## src/rtl/local_network_interface.sv

```systemverilog
// Core-side network interface: packetising credit-based injection plus buffered, credit-returning ejection.
// Optional NI_STATS_EN adds header and RX-push statistics counters.
module local_network_interface #(
  parameter int FLIT_W     = 16,
  parameter int PKT_LEN    = 4,
  parameter int TX_CREDITS = 8,
  parameter int RX_DEPTH   = 8
) (
  input  logic              clk,
  input  logic              reset,
  input  logic [15:0]       tx_dest_i,
  input  logic [FLIT_W-1:0] tx_data_i,
  input  logic              tx_valid_i,
  output logic              tx_ready_o,
  output logic [FLIT_W-1:0] ni_flit_o,
  output logic              ni_valid_o,
  input  logic              ni_credit_i,
  input  logic [FLIT_W-1:0] ni_flit_i,
  input  logic              ni_valid_i,
  output logic              ni_credit_o,
  output logic [FLIT_W-1:0] rx_data_o,
  output logic              rx_valid_o,
  input  logic              rx_ready_i,
`ifdef NI_STATS_EN
  output logic [15:0]       stat_tx_pkts_o,
  output logic [15:0]       stat_rx_flits_o,
`endif
  output logic              ni_err_o
);

  // state  | meaning
  // S_IDLE | waiting to issue a header flit
  // S_BODY | issuing PKT_LEN-1 body flits from the core

  localparam int CR_W  = $clog2(TX_CREDITS + 1);
  localparam int CNT_W = (PKT_LEN > 2) ? $clog2(PKT_LEN - 1) : 1;
  localparam int PTR_W = $clog2(RX_DEPTH);

  typedef enum logic {S_IDLE, S_BODY} state_t;

  state_t            r_state;
  logic [CR_W-1:0]   r_credits;
  logic [CNT_W-1:0]  r_cnt;
  logic [FLIT_W-1:0] r_flit;
  logic              r_valid;
  logic              r_err;
  logic              r_credit_out;
  logic [PTR_W:0]    r_wr_ptr;
  logic [PTR_W:0]    r_rd_ptr;
  logic [FLIT_W-1:0] r_mem [RX_DEPTH];

  logic w_cr_nz, w_cr_full, w_hdr, w_body, w_send, w_cr_ovf;
  logic w_empty, w_full, w_pop, w_push, w_rx_drop;

  assign w_cr_nz   = (r_credits != '0);
  assign w_cr_full = (r_credits == CR_W'(TX_CREDITS));
  assign w_hdr     = (r_state == S_IDLE) && tx_valid_i && w_cr_nz;
  assign w_body    = (r_state == S_BODY) && tx_valid_i && w_cr_nz;
  assign w_send    = w_hdr || w_body;
  assign w_cr_ovf  = ni_credit_i && !w_send && w_cr_full;

  assign w_empty   = (r_wr_ptr == r_rd_ptr);
  assign w_full    = (r_wr_ptr[PTR_W] != r_rd_ptr[PTR_W]) &&
                     (r_wr_ptr[PTR_W-1:0] == r_rd_ptr[PTR_W-1:0]);
  assign w_pop     = !w_empty && rx_ready_i;
  // A full FIFO can still take a flit when the head leaves in the same cycle.
  assign w_push    = ni_valid_i && (!w_full || w_pop);
  assign w_rx_drop = ni_valid_i && w_full && !w_pop;

  assign tx_ready_o  = (r_state == S_BODY) && w_cr_nz;
  assign ni_flit_o   = r_flit;
  assign ni_valid_o  = r_valid;
  assign ni_credit_o = r_credit_out;
  assign ni_err_o    = r_err;
  assign rx_data_o   = r_mem[r_rd_ptr[PTR_W-1:0]];
  assign rx_valid_o  = !w_empty;

  always_ff @(posedge clk or posedge reset) begin
    if (reset) begin
      r_state   <= S_IDLE;
      r_credits <= CR_W'(TX_CREDITS);
      r_cnt     <= '0;
      r_flit    <= '0;
      r_valid   <= 1'b0;
    end else begin
      r_valid <= w_send;
      if (w_send) r_flit <= w_hdr ? FLIT_W'(tx_dest_i) : tx_data_i;

      if (w_send && !ni_credit_i)
        r_credits <= r_credits - CR_W'(1);
      else if (!w_send && ni_credit_i && !w_cr_full)
        r_credits <= r_credits + CR_W'(1);

      case (r_state)
        S_IDLE: if (w_hdr) begin
          r_cnt   <= '0;
          r_state <= S_BODY;
        end
        S_BODY: if (w_body) begin
          if (r_cnt == CNT_W'(PKT_LEN - 2)) begin
            r_cnt   <= '0;
            r_state <= S_IDLE;
          end else begin
            r_cnt <= r_cnt + CNT_W'(1);
          end
        end
        default: r_state <= S_IDLE;
      endcase
    end
  end

  always_ff @(posedge clk or posedge reset) begin
    if (reset) begin
      r_wr_ptr     <= '0;
      r_rd_ptr     <= '0;
      r_credit_out <= 1'b0;
      r_err        <= 1'b0;
    end else begin
      r_credit_out <= w_pop;
      if (w_push) r_wr_ptr <= r_wr_ptr + 1'b1;
      if (w_pop)  r_rd_ptr <= r_rd_ptr + 1'b1;
      r_err <= r_err || w_cr_ovf || w_rx_drop;
    end
  end

  always_ff @(posedge clk) begin
    if (w_push) r_mem[r_wr_ptr[PTR_W-1:0]] <= ni_flit_i;
  end

`ifdef NI_STATS_EN
  logic [15:0] r_stat_tx_pkts;
  logic [15:0] r_stat_rx_flits;

  always_ff @(posedge clk or posedge reset) begin
    if (reset) begin
      r_stat_tx_pkts  <= '0;
      r_stat_rx_flits <= '0;
    end else begin
      if (w_hdr)  r_stat_tx_pkts  <= r_stat_tx_pkts + 16'd1;
      if (w_push) r_stat_rx_flits <= r_stat_rx_flits + 16'd1;
    end
  end

  assign stat_tx_pkts_o  = r_stat_tx_pkts;
  assign stat_rx_flits_o = r_stat_rx_flits;
`endif

endmodule

```

## config.mk

```make
export PLATFORM = sky130hd
export DESIGN_NAME = local_network_interface
export DESIGN_NICKNAME = d
export VERILOG_FILES = /design/src/rtl/local_network_interface.sv
export SDC_FILE = /design/constraint.sdc
export NUM_CORES = 1
export LEC_CHECK = 0
export ABC_AREA = 1
export CAP_MARGIN = 10
export CORE_MARGIN = 2
export CORE_UTILIZATION = 53
export CTS_CLUSTER_DIAMETER = 150
export DETAILED_ROUTE_END_ITERATION = 7
export GPL_TIMING_DRIVEN = 0
export PLACE_DENSITY = 0.75
export SYNTH_ARGS = -nofsm -noshare
export SYNTH_HDL_FRONTEND = slang
export SYNTH_SLANG_ARGS = --single-unit
export TNS_END_PERCENT = 100
```

## constraint.sdc

```tcl
create_clock -name clk -period 2.85 [get_ports clk]
set_clock_uncertainty 0.2 [all_clocks]
set_input_delay 0.285 -clock clk [delete_from_list [all_inputs] [get_ports clk]]
set_output_delay 0.285 -clock clk [all_outputs]
set_load 0.05 [all_outputs]
```

==> flow_summary.ini, run 1 <==
[sta]
rsz0062_at_grt = no
worst_hold_slack_ns = 0.0824
report.final.slew_viol_count = 0
worst_slew_pin_slew_ns = 0.981
slew_headroom = 0.345
finalCriticalPeriod_ns = 2.82
fmax_mhz = 355
setup_viol = 0
timing.final.crit_share = 0.988
hold_violations = 0

[cts]
numCtsBuffers = 17
clkLatencyLatePin_ns = 0.42
cts_tree = built
post-cts-setup-buffers = 0
path_clk_slew_ns = 0.06
clockBufferDepth = 2
htreeDepth = 4
cts_root_buf = clkbuf_16
hold_buffers = 0
clock-sinks = 162

[layout]
fin_cells = 866
final_cell_mix = edfxtp_1, nor2_1, clkdlybuf4s50_1
layout-drive-gt1-share = 0.149
n_antenna_cell = 0
n_fill_cell = 887
synthToLayoutAreaGrowth_pct = 26.1
fin_nets = 742
layout_commonest_cell = edfxtp_1

[global_routing]
grt_pass1_vias = 4985
grt_antenna_before_repair = 0
grt_use_total = 0.256
grt_overflow_total = 0
grt_pass1_wl_mm = 25.2
grt_max_degree = 19

[worst_setup_path]
cp-start-kind = register
cp_max_fo = 10
cp_slowest_cell = dfrtp_1
endpoint_kind = output port
cp.arrival_ns = 2.33
r2r-start = r_rd_ptr[3]
rr_worst_depth = 6
crit_chain = inv_2, buf_4, buf_2, nor2_1, o22ai_1, nor2_1, a31oi_1, clkdlybuf4s15_2
r2r_slack_ns = 0.27
r2r-end = r_mem[2][5]
critical-path-top-cell-by-count = nor2_1
critical_path.max_stage_delay_ns = 0.46
worstPathRequired_ns = 2.37
crit_type = register to output port
crit_family = buffers and inverters
path_buf_inv = 4

[power]
p_per_area_nw_per_um2 = 1210
vdd_drop_max_mv = 0.723
power_leakage_nw = 3.13

[route]
drt-total-wl_mm = 16.6
dr.pass1.iters = 5
routedWlPerCell_um = 19.1
routed_via_density = 5.65
postRouteAntennaNets = 0
drt_iter0_drc = 326
vias = 4890
remaining_drc_errors = 0

[synthesis]
ys_seq_area_frac = 0.703
yosysTopAreaCell = edfxtp_1
yosys.area.top_type_share = 0.576
ys_top_cells_by_area = edfxtp_1, dfrtp_1, nor2_1
synth-seq-cells = 162
synth_nets = 628
synth_area_um2 = 6680
synth_edf_count = 128
ys.flop_type = edfxtp_1
synth_cells = 571
async_flop_share = 0.210
synth_area_per_cell_um2 = 11.7
synth.distinct_cells = 34
yosysWarnings = 0

[placed_design]
gp_congestion = 0.772
place_inst = 834
dp_hpwl_mm = 10.9
io_buffers = 89

[floorplanning]
chipHeight_um = 116
die_x_um = 116
start_util = 0.549
row_count = 40
core_um2 = 12200
ios = 91
die_area_um2 = 13500

[hold_path]
min_path_cells = 3
min_path_type = input port to register
min_from = tx_valid_i
min_to = ni_flit_o[13]

[outcome]
status = completed

[flow_run]
drv_cap = 0
final cells by class:
class / instances / area, µm² / share of cell area
Sequential cell: 162 / 4700 / 0.558
Timing Repair Buffer: 95 / 921 / 0.109
Tap cell: 168 / 210 / 0.0250
Buffer: 30 / 169 / 0.0201
Multi-Input combinational cell: 358 / 1780 / 0.211
Inverter: 21 / 78.8 / 0.00937
Clock buffer: 17 / 425 / 0.0506
Clock inverter: 15 / 135 / 0.0161
per-layer routing:
layer / global-route usage / share of wire
met1: 0.298 / 0.39
met3: 0.0509 / 0.072
met4: 0.111 / 0.020
met5: 0 / 0
met2: 0.460 / 0.51
stage by stage:
stage / setup slack, ns / instance area [µm²] / total power [W] / TNS, ns / utilization
finish: 0.0335 / 8410 / 0.0102 / 0 / 0.692
global route: 0.00501 / 8410 / 0.0107 / 0 / 0.692
floorplan: 0.446 / 6680 / 0.00648 / 0 / -
global placement: -0.379 / 7780 / 0.00796 / -27.03 / 0.639
CTS: 0.00733 / 8450 / 0.0102 / 0 / 0.695
detailed placement: -0.172 / 7890 / 0.00816 / -1.12 / 0.649
kinds of logic after synthesis:
kind of cell | Yosys count | share of synthesized area
buf+inv | 51 | 0.0335
simple gates | 238 | 0.154
xor+xnor | 12 | 0.0169
fa+ha+maj | 3 | 0.00562
compound gates | 105 | 0.0870
flops | 162 | 0.703
report_power, final:
part	internal, W	switching, W
combinational	0.00136	0.00337
clock	0.00120	0.000929
sequential	0.00308	0.000240
total	0.00565	0.00454
worst min-delay path: cells and delay by family:
family | cells | cell delay, ns
simple gates | 2 | 0.19
buf+inv | 1 | 0.18
worst max-delay path by stage:
| stage | startpoint | endpoint | slack (ns) | depth (start not counted) |
|---|---|---|---|---|
| 2_1_floorplan | r_rd_ptr[1] | r_mem[0][0] | 0.45 | 8 |
| 3_3_place_gp | rx_ready_i | r_mem[4][11] | -0.38 | 6 |
| 3_5_place_dp | r_rd_ptr[0] | rx_data_o[4] | -0.17 | 8 |
| 4_1_cts | r_rd_ptr[0] | rx_data_o[11] | 0.007 | 7 |
| 5_1_grt | r_rd_ptr[1] | rx_data_o[13] | 0.005 | 8 |
| 6_report | r_rd_ptr[0] | rx_data_o[0] | 0.03 | 8 |
timing repair:
item | 4_1_cts | 5_1_grt
gates resized for setup | 82 | 31
setup endpoints to repair | 16 | 16
hold endpoints to repair | 0 | 0
pin swaps | 0 | 0
state kept, by name, indices dropped and copies added, names as in the netlist:
signal / count
ni_credit_o: 1
r_wr_ptr: 4
r_state: 1
r_credits: 4
ni_valid_o: 1
r_rd_ptr: 4
ni_flit_o: 16
r_cnt: 2
r_mem: 128
ni_err_o: 1
cell usage after synthesis, types with 2 or more instances:
cell and instances:
edfxtp_1 128, nor2_1 120, o21ai_0 68, nand2_1 65, dfrtp_1 33, nand3_1 22
a31oi_1 16, nand4_1 16, o22ai_1 16, inv_1 15, clkbuf_1 12, buf_2 11
xor2_1 8, nand2_2 6, inv_2 5, buf_1 3, buf_4 3, ha_1 3
nor2_2 3, xnor2_1 3, nand2_4 2
Power figures use the tool's default switching activity.
==> inputs of run 2 (changes only) <==
- ABC_AREA: 1 -> not set
- PLACE_DENSITY: 0.75 -> 0.76
==> run 2 against run 1 <==
Global-route usage decreased by 4.2 points. Register-to-register slack got worse by 0.21 ns. First-iteration DRC count increased by 1.2%. Critical path type is now register to register.
==> flow_summary.ini, run 2 <==
[outcome]
status = completed

[sta]
setup_viol = 0
rsz0062_at_grt = yes
timing.final.crit_share = 0.979
report.final.slew_viol_count = 0
slew_headroom = 0.429
finalSetupTns_ns = 0
worst_slew_pin_slew_ns = 0.856
fmax_mhz = 358
finalCriticalPeriod_ns = 2.79
hold_violations = 0

[synthesis]
ys_seq_area_frac = 0.716
synth_area_um2 = 6560
ys.flop_type = edfxtp_1
async_flop_share = 0.210
synth_edf_count = 128
synth_cells = 356
netlist_top_cells_count = edfxtp_1, dfrtp_1, mux4_2, o21ai_0, nand2_1
yosysTopAreaCell = edfxtp_1
synth.most_common_cell = edfxtp_1
yosys.area.top_type_share = 0.586
ys_top_cells_by_area = edfxtp_1, dfrtp_1, mux4_2
yosysWarnings = 0
synth-seq-cells = 162
synth_area_per_cell_um2 = 18.4
synth.distinct_cells = 43
synth_nets = 413

[global_routing]
grt_use_total = 0.214
grt_antenna_before_repair = 0
grt_max_degree = 20
grt_pass1_vias = 3802
grt_overflow_total = 0
grt_pass1_wl_mm = 20.4

[cts]
clkLatencyLatePin_ns = 0.42
hold_buffers = 0
numCtsBuffers = 17
clockBufferDepth = 2
path_clk_slew_ns = 0.06
cts_root_buf = clkbuf_16
cts_tree = built
clock-sinks = 162
htreeDepth = 4

[placed_design]
io_buffers = 90
dp_hpwl_mm = 8.89
gp_congestion = 0.756
placed_area_um2 = 7870

[route]
routed_via_density = 5.52
vias = 3627
dr.pass1.iters = 4
remaining_drc_errors = 0
drt-total-wl_mm = 13.1
routedWlPerCell_um = 20.0
postRouteAntennaNets = 0
drt_iter0_drc = 330

[layout]
synthToLayoutAreaGrowth_pct = 28.3
final_cell_area_um2 = 8420
fin_nets = 533
final_cell_mix = edfxtp_1, clkdlybuf4s50_1, dfrtp_1
largest_reg_flops = 128
layout-drive-gt1-share = 0.276
layout_commonest_cell = edfxtp_1
n_antenna_cell = 0

[worst_setup_path]
crit_type = register to register
cp_slowest_cell = nor2_1
cp.arrival_ns = 2.77
r2r-end = r_mem[4][9]
r2r_slack_ns = 0.06
crit_chain = buf_2, xnor2_1, nand3_1, nor2_1, nor3_2, buf_6, buf_6
cp-start-kind = register
critical_path.max_stage_delay_ns = 0.66
endpoint_kind = register
rr_worst_depth = 7
r2r-start = r_rd_ptr[2]
cp_max_fo = 10
critical-path-top-cell-by-count = buf_6
worstPathRequired_ns = 2.83

[power]
power_leakage_nw = 3.03
vdd_drop_max_mv = 0.704
p_per_area_nw_per_um2 = 1160

[floorplanning]
core_um2 = 12100
row_count = 40
chipHeight_um = 115
die_x_um = 115
die_area_um2 = 13300
ios = 91
start_util = 0.544

[flow_run]
drv_cap = 0

[hold_path]
min_path_type = input port to asynchronous set/reset pin
==> run 2: cell types whose count changed after synthesis, moves of 7 or more <==
cell	change
a31oi_1	-16
clkbuf_1	-7
inv_1	-8
mux2_2	+18
mux2i_1	+16
mux4_2	+32
nand2_1	-46
nand3_1	-19
nand4_1	-12
nor2_1	-114
o21ai_0	-48
o22ai_1	-15
==> run 2: layer usage <==
| layer | track usage | vias up | routed length (µm) |
|---|---|---|---|
| met5 | 0 | - | 0 |
| met4 | 0.0618 | 0 | 145 |
| met3 | 0.0717 | 15 | 928 |
| met2 | 0.349 | 128 | 6630 |
| met1 | 0.276 | 1827 | 5440 |
| li1 | - | 1657 | - |
==> run 2: logic make-up (layout without fill, tap and decap cells) <==
group / count (synthesis) / in the layout / synth area share
flip-flops: 162 / 162 / 0.716
XOR/XNOR: 14 / 14 / 0.0187
buffers and inverters: 25 / 158 / 0.0208
multiplexers: 67 / 67 / 0.167
AND/OR/NAND/NOR: 51 / 51 / 0.0397
adder cells (fa/ha/maj): 3 / 3 / 0.00572
AO/OA/AOI/OAI: 34 / 34 / 0.0326
==> run 2: critical path: cells and delay by family, from the launching register on <==
family / cells / cell delay (ns)
simple gates: 3 / 1.16
buf+inv: 3 / 0.57
flops: 1 / 0.35
xor+xnor: 1 / 0.27
==> run 2: where the power goes <==
part,leakage [nW],internal [W],switching [W]
sequential,1.57,0.00308,0.000249
clock,0.265,0.00127,0.000874
combinational,1.20,0.00163,0.00263
total,3.03,0.00597,0.00375
==> run 2: stage by stage <==
step           hold WS [ns]  total power (W)  worst slack (ns)   util  std cells
5_1_grt               0.209           0.0102           -0.0506  0.698        657
3_3_place_gp          0.262          0.00753             -1.20  0.637        614
4_1_cts               0.154          0.00982           -0.0101  0.697        656
3_5_place_dp          0.270          0.00777            -0.240  0.653        624
6_report              0.142          0.00973            0.0601  0.698        657
2_1_floorplan         0.184          0.00635            0.0322      -        356
==> run 2: final cells by class <==
cell class	instances	area (µm²)
Inverter	7	26.3
Sequential cell	162	4700
Fill cell	806	3640
Clock inverter	13	119
Buffer	17	131
Timing Repair Buffer	102	991
Tap cell	168	210
Multi-Input combinational cell	169	1810
Clock buffer	19	433
==> run 2: worst max path at each step <==
stage / startpoint / endpoint / slack (ns) / cells past startpoint
after CTS: r_rd_ptr[0] / rx_data_o[8] / -0.01 / 5
final: r_rd_ptr[2] / r_mem[4][9] / 0.06 / 7
after global placement: rx_ready_i / r_mem[4][11] / -1.20 / 4
after detailed placement: r_rd_ptr[1] / rx_data_o[8] / -0.24 / 5
after global routing: r_rd_ptr[2] / r_mem[4][11] / -0.05 / 7
after floorplan: r_rd_ptr[0] / r_mem[1][0] / 0.03 / 5
==> run 2: what timing repair did <==
item                                    CTS  global route
resized for setup                        71            22
pin swaps                                 0             1
endpoints found under the setup margin   24            35
setup buffers                             0             2
==> inputs of run 3 (changes only) <==
- ABC_AREA: not set -> 1
- PLACE_DENSITY: 0.76 -> 0.75
==> results of run 3 <==
The final DEF is identical to that of run 1; final timing and power are the same.
